**src/rtl/tcp_server_fsm.sv**
```systemverilog
// tcp_server_fsm
// Responder side of the TCP three-way handshake. It waits in LISTEN for a SYN
// and answers with a SYN-ACK. It then waits in SYN_RCVD for the final ACK and
// reports ESTABLISHED once that ACK checks out.
//
// In SYN_RCVD it also:
//   - retransmits the SYN-ACK on timeout and gives up after MAX_RETRY retries
//     (conn_fail pulse);
//   - answers a bad ACK with an RST;
//   - drops back to LISTEN on a received RST.
//
// Ports
//   clk, reset          : rising-edge clock, asynchronous active-low reset
//   rx_valid            : single-cycle qualifier for the incoming segment
//   rx_syn/ack/rst      : incoming flags
//   rx_seq, rx_ack_num  : incoming sequence / acknowledgement numbers
//   tx_valid            : one-cycle strobe for an outgoing segment
//   tx_syn/ack/rst      : outgoing flags (zero whenever tx_valid is low)
//   tx_seq, tx_ack_num  : outgoing numbers (zero whenever tx_valid is low)
//   established         : level, high while in ESTABLISHED
//   conn_fail           : one-cycle pulse when retransmits are exhausted
//   state               : current state (debug)
module tcp_server_fsm #(
    parameter int               SEQ_W       = 8,
    parameter logic [SEQ_W-1:0] ISN         = SEQ_W'(200),
    parameter int               TIMEOUT_CYC = 16,
    parameter int               MAX_RETRY   = 3
) (
    input  logic             clk,
    input  logic             reset,
    input  logic             rx_valid,
    input  logic             rx_syn,
    input  logic             rx_ack,
    input  logic             rx_rst,
    input  logic [SEQ_W-1:0] rx_seq,
    input  logic [SEQ_W-1:0] rx_ack_num,
    output logic             tx_valid,
    output logic             tx_syn,
    output logic             tx_ack,
    output logic             tx_rst,
    output logic [SEQ_W-1:0] tx_seq,
    output logic [SEQ_W-1:0] tx_ack_num,
    output logic             established,
    output logic             conn_fail,
    output logic [1:0]       state
);

    localparam int TW = (TIMEOUT_CYC < 2) ? 2 : $clog2(TIMEOUT_CYC + 1);
    localparam int RW = (MAX_RETRY < 1) ? 1 : $clog2(MAX_RETRY + 1);
    localparam logic [SEQ_W-1:0] ISN_P1 = ISN + SEQ_W'(1);

    typedef enum logic [1:0] {
        LISTEN      = 2'b00,
        SYN_RCVD    = 2'b01,
        ESTABLISHED = 2'b10
    } state_t;

    typedef struct packed {
        logic             syn;
        logic             ack;
        logic             rst;
        logic [SEQ_W-1:0] seq;
        logic [SEQ_W-1:0] ack_num;
    } seg_t;

    state_t           cur_state;
    seg_t             tx_q;
    logic             tx_valid_q;
    logic             established_q;
    logic             conn_fail_q;
    logic [TW-1:0]    timer;
    logic [RW-1:0]    retry;
    logic [SEQ_W-1:0] irs;

    // Segment classification
    logic             [SEQ_W-1:0] irs_p1;
    logic             syn_open;
    logic             ack_only;
    logic             ack_ok;
    logic             ack_bad;
    logic             dup_syn;
    logic             rst_in;
    logic             tmo;

    assign irs_p1   = irs + SEQ_W'(1);
    assign syn_open = rx_valid & rx_syn & ~rx_ack & ~rx_rst;
    assign ack_only = rx_valid & rx_ack & ~rx_syn & ~rx_rst;
    assign ack_ok   = ack_only & (rx_ack_num == ISN_P1) & (rx_seq == irs_p1);
    // A right ack_num with a wrong seq is neither ok nor bad: it is ignored.
    assign ack_bad  = ack_only & (rx_ack_num != ISN_P1);
    assign dup_syn  = rx_valid & rx_syn & ~rx_ack & (rx_seq == irs);
    assign rst_in   = rx_valid & rx_rst;
    // Timer is loaded with TIMEOUT_CYC and expires on the edge where it would
    // step from 1 to 0, so expiry lands exactly TIMEOUT_CYC cycles after the load.
    assign tmo      = (timer <= TW'(1));

    function automatic seg_t syn_ack(input logic [SEQ_W-1:0] an);
        seg_t s;
        s.syn     = 1'b1;
        s.ack     = 1'b1;
        s.rst     = 1'b0;
        s.seq     = ISN;
        s.ack_num = an;
        return s;
    endfunction

    function automatic seg_t rst_seg(input logic [SEQ_W-1:0] sq);
        seg_t s;
        s         = '0;
        s.rst     = 1'b1;
        s.seq     = sq;
        return s;
    endfunction

    always_ff @(posedge clk or negedge reset) begin
        if (!reset) begin
            cur_state     <= LISTEN;
            tx_valid_q    <= 1'b0;
            tx_q          <= '0;
            established_q <= 1'b0;
            conn_fail_q   <= 1'b0;
            timer         <= '0;
            retry         <= '0;
            irs           <= '0;
        end else begin
            // Strobes and tx fields default low every cycle.
            tx_valid_q  <= 1'b0;
            tx_q        <= '0;
            conn_fail_q <= 1'b0;
            case (cur_state)
                LISTEN: begin
                    established_q <= 1'b0;
                    if (syn_open) begin
                        cur_state  <= SYN_RCVD;
                        irs        <= rx_seq;
                        tx_valid_q <= 1'b1;
                        tx_q       <= syn_ack(rx_seq + SEQ_W'(1));
                        timer      <= TW'(TIMEOUT_CYC);
                        retry      <= '0;
                    end
                end
                SYN_RCVD: begin
                    if (rst_in) begin
                        cur_state <= LISTEN;
                        timer     <= '0;
                        retry     <= '0;
                    end else if (ack_ok) begin
                        cur_state     <= ESTABLISHED;
                        established_q <= 1'b1;
                        timer         <= '0;
                        retry         <= '0;
                    end else if (tmo) begin
                        if (retry < RW'(MAX_RETRY)) begin
                            tx_valid_q <= 1'b1;
                            tx_q       <= syn_ack(irs_p1);
                            retry      <= retry + RW'(1);
                            timer      <= TW'(TIMEOUT_CYC);
                        end else begin
                            conn_fail_q <= 1'b1;
                            cur_state   <= LISTEN;
                            timer       <= '0;
                            retry       <= '0;
                        end
                    end else if (ack_bad) begin
                        tx_valid_q <= 1'b1;
                        tx_q       <= rst_seg(rx_ack_num);
                        cur_state  <= LISTEN;
                        timer      <= '0;
                        retry      <= '0;
                    end else if (dup_syn) begin
                        // Peer resent its SYN: resend SYN-ACK without spending a retry.
                        tx_valid_q <= 1'b1;
                        tx_q       <= syn_ack(irs_p1);
                        timer      <= TW'(TIMEOUT_CYC);
                    end else begin
                        timer <= timer - TW'(1);
                    end
                end
                ESTABLISHED: begin
                    if (rst_in) begin
                        cur_state     <= LISTEN;
                        established_q <= 1'b0;
                    end
                end
                default: begin
                    cur_state     <= LISTEN;
                    established_q <= 1'b0;
                    timer         <= '0;
                    retry         <= '0;
                end
            endcase
        end
    end

    assign tx_valid    = tx_valid_q;
    assign tx_syn      = tx_q.syn;
    assign tx_ack      = tx_q.ack;
    assign tx_rst      = tx_q.rst;
    assign tx_seq      = tx_q.seq;
    assign tx_ack_num  = tx_q.ack_num;
    assign established = established_q;
    assign conn_fail   = conn_fail_q;
    assign state       = cur_state;

endmodule

```
**config.mk**
```make
export PLATFORM = sky130hd
export DESIGN_NAME = tcp_server_fsm
export DESIGN_NICKNAME = d
export VERILOG_FILES = /design/src/rtl/tcp_server_fsm.sv
export SDC_FILE = /design/constraint.sdc
export NUM_CORES = 1
export LEC_CHECK = 0
export ABC_AREA = 1
export BUFFER_PORTS_ARGS = -buffer_cell sky130_fd_sc_hd__buf_2
export CAP_MARGIN = 20
export CELL_PAD_IN_SITES_DETAIL_PLACEMENT = 1
export CELL_PAD_IN_SITES_GLOBAL_PLACEMENT = 2
export CORE_AREA = 5 5 103 105
export DETAILED_ROUTE_END_ITERATION = 8
export DIE_AREA = 0 0 108 110
export HOLD_SLACK_MARGIN = 0.15
export MAX_ROUTING_LAYER = met4
export PLACE_DENSITY = 0.65
export SETUP_SLACK_MARGIN = 0.1
export SLEW_MARGIN = 20
export SYNTH_ARGS = -nofsm -noshare
export SYNTH_HDL_FRONTEND = slang
export SYNTH_SLANG_ARGS = --single-unit
```
**constraint.sdc**
```tcl
create_clock -name clk -period 1.6 [get_ports clk]
set_clock_uncertainty 0.05 [all_clocks]
set_input_delay 0.48 -clock clk [delete_from_list [all_inputs] [get_ports clk]]
set_output_delay 0.48 -clock clk [all_outputs]
set_load 0.1 [all_outputs]
```
==> results of run 1 <==
-- layout make-up --
class	instances	area [µm²]	area share
inverter	49	191	0.0477
clock inverter	2	60.1	0.0150
timing repair buffer	123	1090	0.272
sequential	38	967	0.241
clock buffer	6	82.6	0.0206
tap	133	166	0.0414
multi-input combinational	245	1450	0.362
-- flip-flops by register name, indices dropped and copies added, names as in the netlist --
name,cells
tx_ack_num,8
timer,5
state,2
tx_rst,1
tx_seq,8
tx_valid,1
established,1
conn_fail,1
tx_ack,1
irs,8
retry,2
-- worst max-delay path: stages, from the launching register on --
cell,delay (ns)
sky130_fd_sc_hd__dfrtp_2,0.45
sky130_fd_sc_hd__ha_4,0.19
sky130_fd_sc_hd__nand3_4,0.11
sky130_fd_sc_hd__inv_4,0.04
sky130_fd_sc_hd__nand2_2,0.07
sky130_fd_sc_hd__nand3_2,0.08
sky130_fd_sc_hd__nor3_4,0.29
sky130_fd_sc_hd__nand3_4,0.19
sky130_fd_sc_hd__nand2_4,0.14
sky130_fd_sc_hd__nor2_4,0.05
sky130_fd_sc_hd__nand2_1,0.06
sky130_fd_sc_hd__o21ai_1,0.07
-- report_power, final --
| part | leakage, nW | switching, mW | internal, mW |
|---|---|---|---|
| Combinational | 1.42 | 1.95 | 1.43 |
| Clock | 0.0714 | 0.395 | 0.666 |
| Sequential | 0.495 | 0.244 | 1.20 |
-- cells by family after synthesis --
logic type      after synthesis  synth area share
compound gates               39            0.0906
xor+xnor                      9            0.0340
fa+ha+maj                     5            0.0270
buf+inv                      52            0.0863
flops                        38             0.410
simple gates                191             0.353
-- routing by layer --
| layer | track usage | part of all wire |
|---|---|---|
| met1 | 0.174 | 0.46 |
| met2 | 0.264 | 0.50 |
| met3 | 0.0210 | 0.031 |
| met4 | 0.0325 | 0.0087 |
| met5 | - | 0 |
-- Yosys cell counts, drive strengths merged, types with 3 or more instances --
library cell	count	area, µm²
nand2	112	425
inv	49	184
nor2	46	190
dfrtp	38	951
nand3	28	163
o21ai	24	120
a21oi	8	40.0
xor2	6	52.6
ha	5	62.6
o22ai	4	25.0
nand4	3	25.0
xnor2	3	26.3
-- how the worst max path moves through the flow --
stage	startpoint	to	slack [ns]	cells past startpoint
floorplan	irs[0]	timer[0]	-0.11	12
global placement	rx_ack_num[1]	tx_ack_num[6]	-0.38	9
detailed placement	rx_seq[2]	tx_ack_num[6]	-0.40	10
CTS	irs[1]	retry[0]	-0.33	12
global route	irs[1]	timer[0]	-0.42	13
finish	irs[1]	timer[0]	-0.30	11
-- timing repair --
action                                  in CTS  in global routing
endpoints found under the setup margin      47                 37
buffers inserted                             5                  4
gates cloned                                 1                  0
hold buffers                                 1                  0
pin swaps                                   17                 25
endpoints found under the hold margin       38                  0
gates resized for setup                     47                 46
-- per-stage QoR --
| stage | instances | setup WS (ns) | TNS [ns] |
|---|---|---|---|
| after global placement | 578 | -0.384 | -9.51 |
| after global routing | 596 | -0.418 | -8.08 |
| after detailed placement | 578 | -0.398 | -10.0 |
| after CTS | 592 | -0.335 | -6.73 |
| final | 596 | -0.299 | -5.75 |
| after floorplan | 334 | -0.113 | -1.12 |
==> impl_metrics.tcl, run 1 <==
set metrics [dict create \
    status "finished, violations left" \
    failed_checks "setup timing" \
    syn-mean-instance-area_um2 6.95 \
    clkSlewWorstSetupHoldPaths_ns 0.09 \
    area.growth.synth_to_final_pct 73.0 \
    worst_slew_margin_rel 0.750 \
    timing.setup.critical_path_class "reg2reg" \
    finalSetupViolations 24 \
    nets 489 \
    gpl.final_weighted_congestion 0.779 \
    largest_net_degree_at_the_start_of_global_routing 39 \
    vias 2575 \
    hold_path_startpoint "rx_ack_num[4]" \
    drt-wirelength-per-cell_um 13.5 \
    hold_violations 0 \
    ioPinCount 46 \
    clkLatencyLatePin_ns 0.30 \
    number_of_enable_type_register_cells_in_the_synthesized_netlist 0 \
    insertedDiodeCount 0 \
    fmax_ghz 0.527 \
    n_fill_cell 1175 \
    final.period_utilization 1.19 \
    element_type_at_the_critical_path_start "flop" \
    async_reset_ff_frac 1.00 \
    final.min_clock_period_ns 1.90 \
    timing.hold.ws_ns 0.370 \
    layout.cell_area.non_filler_um2 4020 \
    die-width_um 108 \
    timing.max_cap.violations 0 \
    synth.cell_area_um2 2320 \
    detail_route.drc_violations 0 \
    path_class_of_the_lowest_slack_min_delay_path "in2reg" \
    static-leakage-power_nw 1.99 \
    ys_ff_latch 38 \
    timing.critical_path.arrival_ns 2.04 \
    grt_pass1_vias 2820 \
    cts_inserted_buffers 5 \
    mostFrequentLayoutCell "sky130_fd_sc_hd__nand2_1" \
    grt_pass1_wl_um 13200 \
    clk_root_buffer_cell "sky130_fd_sc_hd__clkbuf_8" \
    ys.flop_type "sky130_fd_sc_hd__dfrtp_1" \
    num_rows 36 \
    routed_wirelength_um 8020 \
    groute.usage.overall 0.146 \
    post_route_setup_slack_ns -0.299 \
    worstMarginPinSlew_ns 0.373 \
    slew_viol_final 0 \
    place.detailed.hpwl_um 6230 \
    register_to_register_path_setup_slack_ns -0.30 \
    drt_iter0_drc 40 \
    layout.core_utilization 0.420 \
    synth.lib_cells_used.distinct 28 \
    worstSetupEndpointType "flop" \
    worst-r2r-cell-count 11 \
    number_of_antenna_violations_at_the_first_check_in_global_routing 0 \
    cts-htree-levels 2 \
    critPathMaxFanout 5 \
    buffers_from_clock_root_to_sink_at_most 2 \
    timing.hold.worst_path_depth 3 \
    yosys_warnings 0 \
    rsz0062_at_grt "yes" \
    die_area_um2 11900 \
    total_power_per_unit_cell_area_nw_per_um2 1460 \
    clock_sink_count 38 \
    ratio_of_cells_with_drive_above_1_in_the_final_layout 0.449 \
    drt.antenna.violating_nets 0 \
    postSynthCellCount 334 \
    clock_tree_from_tritoncts "yes" \
    worst-endpoint-required_ns 1.74 \
    worstReg2RegStart "irs[1]" \
    grt-ovfl-total 0 \
    die_y_um 110 \
    design.core.area_um2 9550 \
    initial_core_util 0.243 \
    post_drt_via_cell_ratio 4.32 \
    detail_route.first_pass.iterations 4 \
    whs_endpoint "tx_seq[4]" \
    port_buffers 45 \
    dpl-instance-area_um2 3490 \
    irDropWorstVdd_uv 517 \
    highest_count_cells_in_the_layout_ignoring_fill_and_taps "sky130_fd_sc_hd__nand2_1, sky130_fd_sc_hd__buf_4, sky130_fd_sc_hd__inv_1" \
    synthesis.nets 361 \
    regToRegEndpoint "timer[0]" \
    total_power_mw 5.88 \
    seq_area_frac_synth 0.410 \
]
No activity file was read; power rests on OpenSTA's default activity.
==> inputs of run 2 (changes only) <==
--- a/config.mk
+++ b/config.mk
@@ -15,7 +15,7 @@
 export DIE_AREA = 0 0 108 110
 export HOLD_SLACK_MARGIN = 0.15
 export MAX_ROUTING_LAYER = met4
-export PLACE_DENSITY = 0.65
+export PLACE_DENSITY = 0.76
 export SETUP_SLACK_MARGIN = 0.1
 export SLEW_MARGIN = 20
 export SYNTH_ARGS = -nofsm -noshare
==> impl_metrics.tcl, run 2 (synthesis results as in run 1) <==
set metrics [dict create \
    insertedDiodeCount 0 \
    final.period_utilization 1.20 \
    grt_pass1_vias 2844 \
    worst-endpoint-required_ns 1.72 \
    die-width_um 108 \
    internal-power_mw 3.05 \
    n_fill_cell 1182 \
    static-leakage-power_nw 2.00 \
    comb_power_share 0.620 \
    place.detailed.hpwl_um 6310 \
    drt.antenna.violating_nets 0 \
    largest_net_degree_at_the_start_of_global_routing 39 \
    clkPwrFrac 0.125 \
    total_power_mw 5.75 \
    post_route_setup_slack_ns -0.312 \
    finalSetupViolations 24 \
    register_to_register_path_setup_slack_ns -0.31 \
    drt-wirelength-per-cell_um 14.2 \
    port_buffers 45 \
    dp_slack_ns -0.375 \
    groute.usage.overall 0.149 \
    area.growth.synth_to_final_pct 75.1 \
    routed_wirelength_um 8460 \
    design.core.area_um2 9550 \
    clkSlewWorstSetupHoldPaths_ns 0.08 \
    detail_route.drc_violations 0 \
    netSwitchingPower_mw 2.70 \
    pwr-share-seq 0.254 \
    final.min_clock_period_ns 1.91 \
    switching_share 0.470 \
    clock_tree_from_tritoncts "yes" \
    ratio_of_cells_with_drive_above_1_in_the_final_layout 0.479 \
    initial_core_util 0.243 \
    cts_inserted_buffers 5 \
    final.setup.tns_ns -6.25 \
    critPathMaxFanout 8 \
    timing.hold.ws_ns 0.371 \
    num_rows 36 \
    nets 489 \
    timing.setup.critical_path_class "reg2reg" \
    mostFrequentLayoutCell "sky130_fd_sc_hd__nand2_1" \
    path_class_of_the_lowest_slack_min_delay_path "in2reg" \
    detail_route.first_pass.iterations 4 \
    fmax_ghz 0.523 \
    ioPinCount 46 \
    hold_violations 0 \
    slew_viol_final 0 \
    gpl.final_weighted_congestion 0.773 \
    buffers_from_clock_root_to_sink_at_most 2 \
    timing.critical_path.arrival_ns 2.03 \
    die_y_um 110 \
    clock_sink_count 38 \
    element_type_at_the_critical_path_start "flop" \
    post_drt_via_cell_ratio 4.43 \
    vias 2643 \
    number_of_antenna_violations_at_the_first_check_in_global_routing 0 \
    clkLatencyLatePin_ns 0.29 \
    register_area_um2 970 \
    worstSetupEndpointType "flop" \
    rsz0062_at_grt "yes" \
    failed_checks "setup timing" \
    grt-ovfl-total 0 \
    highest_count_cells_in_the_layout_ignoring_fill_and_taps "sky130_fd_sc_hd__nand2_1, sky130_fd_sc_hd__buf_4, sky130_fd_sc_hd__inv_1" \
    clk_root_buffer_cell "sky130_fd_sc_hd__clkbuf_8" \
    cts-htree-levels 2 \
    timing.max_cap.violations 0 \
    die_area_um2 11900 \
    total_power_per_unit_cell_area_nw_per_um2 1420 \
    grt_pass1_wl_um 13700 \
    drt_iter0_drc 75 \
    irDropWorstVdd_uv 525 \
    worst_slew_margin_rel 0.712 \
    multiInputGateArea_um2 1530 \
    worstMarginPinSlew_ns 0.429 \
    status "finished, violations left" \
]
run 2: cell types whose count changed in the layout (fill, tap and decap cells not counted), sizes merged:
cell	delta
bufinv	-2
clkinv	+2
clkbuf	+1
inv	-1
run 2: worst paths after layout:
path	startpoint	to	depth (start not counted)
worst max-delay path	irs[0]	tx_ack_num[5]	9
worst min-delay path	rx_ack_num[5]	tx_seq[5]	3
worst max register to register	irs[0]	tx_ack_num[5]	9
worst min register to register	retry[0]	retry[0]	1
max in group asynchronous	reset	state[0]	3
min in group asynchronous	reset	tx_seq[5]	3
run 2: cell type report:
cell class / instances / area share
inverter: 49 / 0.0483
clock buffer: 7 / 0.0212
clock inverter: 1 / 0.00123
tap: 133 / 0.0409
timing repair buffer: 123 / 0.274
multi-input combinational: 245 / 0.376
sequential: 38 / 0.239
run 2: critical path, stage by stage (launching register included):
cell	delay, ns
sky130_fd_sc_hd__dfrtp_2	0.46
sky130_fd_sc_hd__buf_4	0.16
sky130_fd_sc_hd__nand3_1	0.10
sky130_fd_sc_hd__nand3_1	0.10
sky130_fd_sc_hd__nand2_1	0.13
sky130_fd_sc_hd__nand3_1	0.14
sky130_fd_sc_hd__nor2_4	0.19
sky130_fd_sc_hd__nand3_4	0.16
sky130_fd_sc_hd__nand3_4	0.19
sky130_fd_sc_hd__o22ai_1	0.10
run 2: what timing repair did:
action,in CTS,in global routing
gates cloned,1,0
gates resized for setup,42,78
pin swaps,10,30
setup endpoints to repair,45,38
hold buffers,1,0
hold endpoints to repair,38,0
buffers inserted,4,7
run 2: stage by stage:
| step | util | instances | cell area, µm² |
|---|---|---|---|
| finish | 0.426 | 596 | 4070 |
| global route | 0.426 | 596 | 4070 |
| CTS | 0.394 | 591 | 3760 |
| detailed placement | 0.365 | 577 | 3490 |
| global placement | 0.365 | 577 | 3490 |
| floorplan | - | 334 | 2350 |
run 2: power by group through the flow:
stage	Sequential (mW)	Clock, mW	Combinational [mW]
CTS	1.43	0.747	3.19
global route	1.50	0.788	3.88
finish	1.46	0.720	3.57
floorplan	1.88	0	1.19
global placement	1.43	0	2.87
detailed placement	1.45	0	2.95
run 2: metal layers:
layer / share of wire / track usage / vias up
met4: 0.0085 / 0.0298 / 0
li1: - / - / 1303
met2: 0.52 / 0.262 / 38
met3: 0.029 / 0.0239 / 8
met1: 0.44 / 0.183 / 1294
met5: 0 / - / -
==> inputs of run 3 (changes only) <==
--- a/config.mk
+++ b/config.mk
@@ -10,12 +10,12 @@
 export CAP_MARGIN = 20
 export CELL_PAD_IN_SITES_DETAIL_PLACEMENT = 1
 export CELL_PAD_IN_SITES_GLOBAL_PLACEMENT = 2
-export CORE_AREA = 5 5 103 105
+export CORE_AREA = 5 5 94 96
 export DETAILED_ROUTE_END_ITERATION = 8
-export DIE_AREA = 0 0 108 110
+export DIE_AREA = 0 0 99 101
 export HOLD_SLACK_MARGIN = 0.15
 export MAX_ROUTING_LAYER = met4
-export PLACE_DENSITY = 0.76
+export PLACE_DENSITY = 0.85
 export SETUP_SLACK_MARGIN = 0.1
 export SLEW_MARGIN = 20
 export SYNTH_ARGS = -nofsm -noshare
==> constraint.sdc (replaced) <==
create_clock -name clk -period 1.85 [get_ports clk]
set_clock_uncertainty 0.05 [all_clocks]
set_input_delay 0.555 -clock clk [delete_from_list [all_inputs] [get_ports clk]]
set_output_delay 0.555 -clock clk [all_outputs]
set_load 0.1 [all_outputs]
==> impl_metrics.tcl, run 3 (synthesis results as in run 1) <==
set metrics [dict create \
    die_area_um2 10000 \
    regToRegEndpoint "tx_ack_num[5]" \
    clkSlewWorstSetupHoldPaths_ns 0.08 \
    grt_pass1_wl_um 12500 \
    worst-r2r-cell-count 11 \
    initial_core_util 0.291 \
    cts-htree-levels 2 \
    final.setup.tns_ns -0.435 \
    clock_sink_count 38 \
    design.core.area_um2 7970 \
    detail_route.drc_violations 0 \
    irDropWorstVdd_uv 437 \
    vias 2477 \
    drt-wirelength-per-cell_um 13.6 \
    final.period_utilization 1.02 \
    num_rows 33 \
    port_buffers 45 \
    worst_slew_margin_rel 0.672 \
    buffers_from_clock_root_to_sink_at_most 2 \
    timing.max_cap.violations 0 \
    die-width_um 99 \
    path_class_of_the_lowest_slack_min_delay_path "in2async" \
    static-leakage-power_nw 1.80 \
    multiInputGateArea_um2 1370 \
    clock_tree_from_tritoncts "yes" \
    postCtsHoldBufs 0 \
    clkLatencyLatePin_ns 0.29 \
    drt.antenna.violating_nets 0 \
    post_drt_via_cell_ratio 4.57 \
    post_layout_nonfiller_instances 542 \
    largest_net_degree_at_the_start_of_global_routing 39 \
    drt_iter0_drc 43 \
    place.detailed.hpwl_um 5780 \
    post_route_setup_slack_ns -0.0383 \
    insertedDiodeCount 0 \
    number_of_antenna_violations_at_the_first_check_in_global_routing 0 \
    failed_checks "setup timing" \
    slew_viol_final 0 \
    final.min_clock_period_ns 1.89 \
    cts_inserted_buffers 5 \
    routed_wirelength_um 7370 \
    worstMarginPinSlew_ns 0.495 \
    ratio_of_cells_with_drive_above_1_in_the_final_layout 0.378 \
    critPathMaxFanout 8 \
    groute.usage.overall 0.159 \
    placedCellCount 525 \
    highest_count_cells_in_the_layout_ignoring_fill_and_taps "sky130_fd_sc_hd__nand2_1, sky130_fd_sc_hd__buf_4, sky130_fd_sc_hd__inv_1, sky130_fd_sc_hd__buf_2, sky130_fd_sc_hd__nor2_1" \
    mostFrequentLayoutCell "sky130_fd_sc_hd__nand2_1" \
    ioPinCount 46 \
    worstSetupEndpointType "flop" \
    total_power_per_unit_cell_area_nw_per_um2 1250 \
    finalSetupViolations 16 \
    register_area_um2 960 \
    timing.setup.critical_path_class "reg2reg" \
    grt_pass1_vias 2666 \
    hold_violations 0 \
    worstReg2RegStart "irs[1]" \
    detail_route.first_pass.iterations 4 \
    gpl.final_weighted_congestion 0.843 \
    fmax_ghz 0.530 \
    status "finished, violations left" \
    register_to_register_path_setup_slack_ns -0.04 \
    n_fill_cell 1032 \
    nets 463 \
    die_y_um 101 \
    element_type_at_the_critical_path_start "flop" \
    timing.hold.ws_ns 0.174 \
    rsz0062_at_grt "yes" \
    area.growth.synth_to_final_pct 46.2 \
    grt-ovfl-total 0 \
    timing.critical_path.arrival_ns 2.01 \
    worst-endpoint-required_ns 1.97 \
    layout.core_utilization 0.426 \
    clk_root_buffer_cell "sky130_fd_sc_hd__clkbuf_8" \
]
==> run 3: cell types whose count changed in the layout (fill, tap and decap cells not counted), sizes merged <==
cell / delta
clkinv: -1
inv: +1
clkinvlp: +1
buf: -25
dlygate4sd3: -1
clkbuf: -1
==> run 3: metrics by stage <==
stage	cell area, µm²	setup slack [ns]	power, mW
after floorplan	2340	0.101	2.63
after global placement	3040	-0.194	3.25
after detailed placement	3040	-0.232	3.31
after CTS	3260	-0.0118	4.08
after global routing	3390	-0.178	4.58
final	3390	-0.0383	4.23
==> run 3: repair_timing <==
action / CTS / global route
buffers inserted: 4 / 5
pin swaps: 8 / 18
cloned: 1 / 0
gates resized for setup: 21 / 38
setup endpoints to repair: 24 / 29
==> run 3: final cells by class <==
cell class / instances / share of cell area
repair buffers: 97 / 0.193
multi-input cells: 245 / 0.403
flip-flops and latches: 38 / 0.283
clock buffers: 6 / 0.0243
inverters: 49 / 0.0549
well taps: 105 / 0.0387
clock inverters: 2 / 0.00369
==> run 3: worst max-delay path, cell delays in order, from the launching register on <==
cell	delay, ns
sky130_fd_sc_hd__dfrtp_1	0.43
sky130_fd_sc_hd__ha_4	0.26
sky130_fd_sc_hd__inv_2	0.06
sky130_fd_sc_hd__nand2_2	0.05
sky130_fd_sc_hd__nand2_2	0.07
sky130_fd_sc_hd__nand2_2	0.06
sky130_fd_sc_hd__nor2_4	0.11
sky130_fd_sc_hd__nand2_2	0.07
sky130_fd_sc_hd__nor2_4	0.15
sky130_fd_sc_hd__nand3_4	0.15
sky130_fd_sc_hd__nand3_4	0.22
sky130_fd_sc_hd__o22ai_2	0.08
==> run 3: worst max path at each step <==
stage             startpoint             to  slack (ns)  cells after the start
2_1_floorplan       state[0]       retry[0]        0.10                      8
3_3_place_gp   rx_ack_num[4]  tx_ack_num[6]       -0.19                      9
3_5_place_dp          rx_rst  tx_ack_num[6]       -0.23                     11
4_1_cts               irs[0]       timer[1]       -0.01                     13
5_1_grt               irs[1]       timer[2]       -0.18                     13
6_report              irs[1]  tx_ack_num[5]       -0.04                     11
==> run 3: layer usage <==
metal / vias to the layer above / wire (µm) / track usage
met5: - / 0 / -
met4: 0 / 58 / 0.0284
met3: 5 / 317 / 0.0249
met2: 37 / 3700 / 0.280
met1: 1187 / 3300 / 0.194
li1: 1248 / - / -
==> run 3: power breakdown <==
group	switching (mW)	internal, mW
Sequential	0.167	1.03
Clock	0.311	0.300
Combinational	1.58	0.847
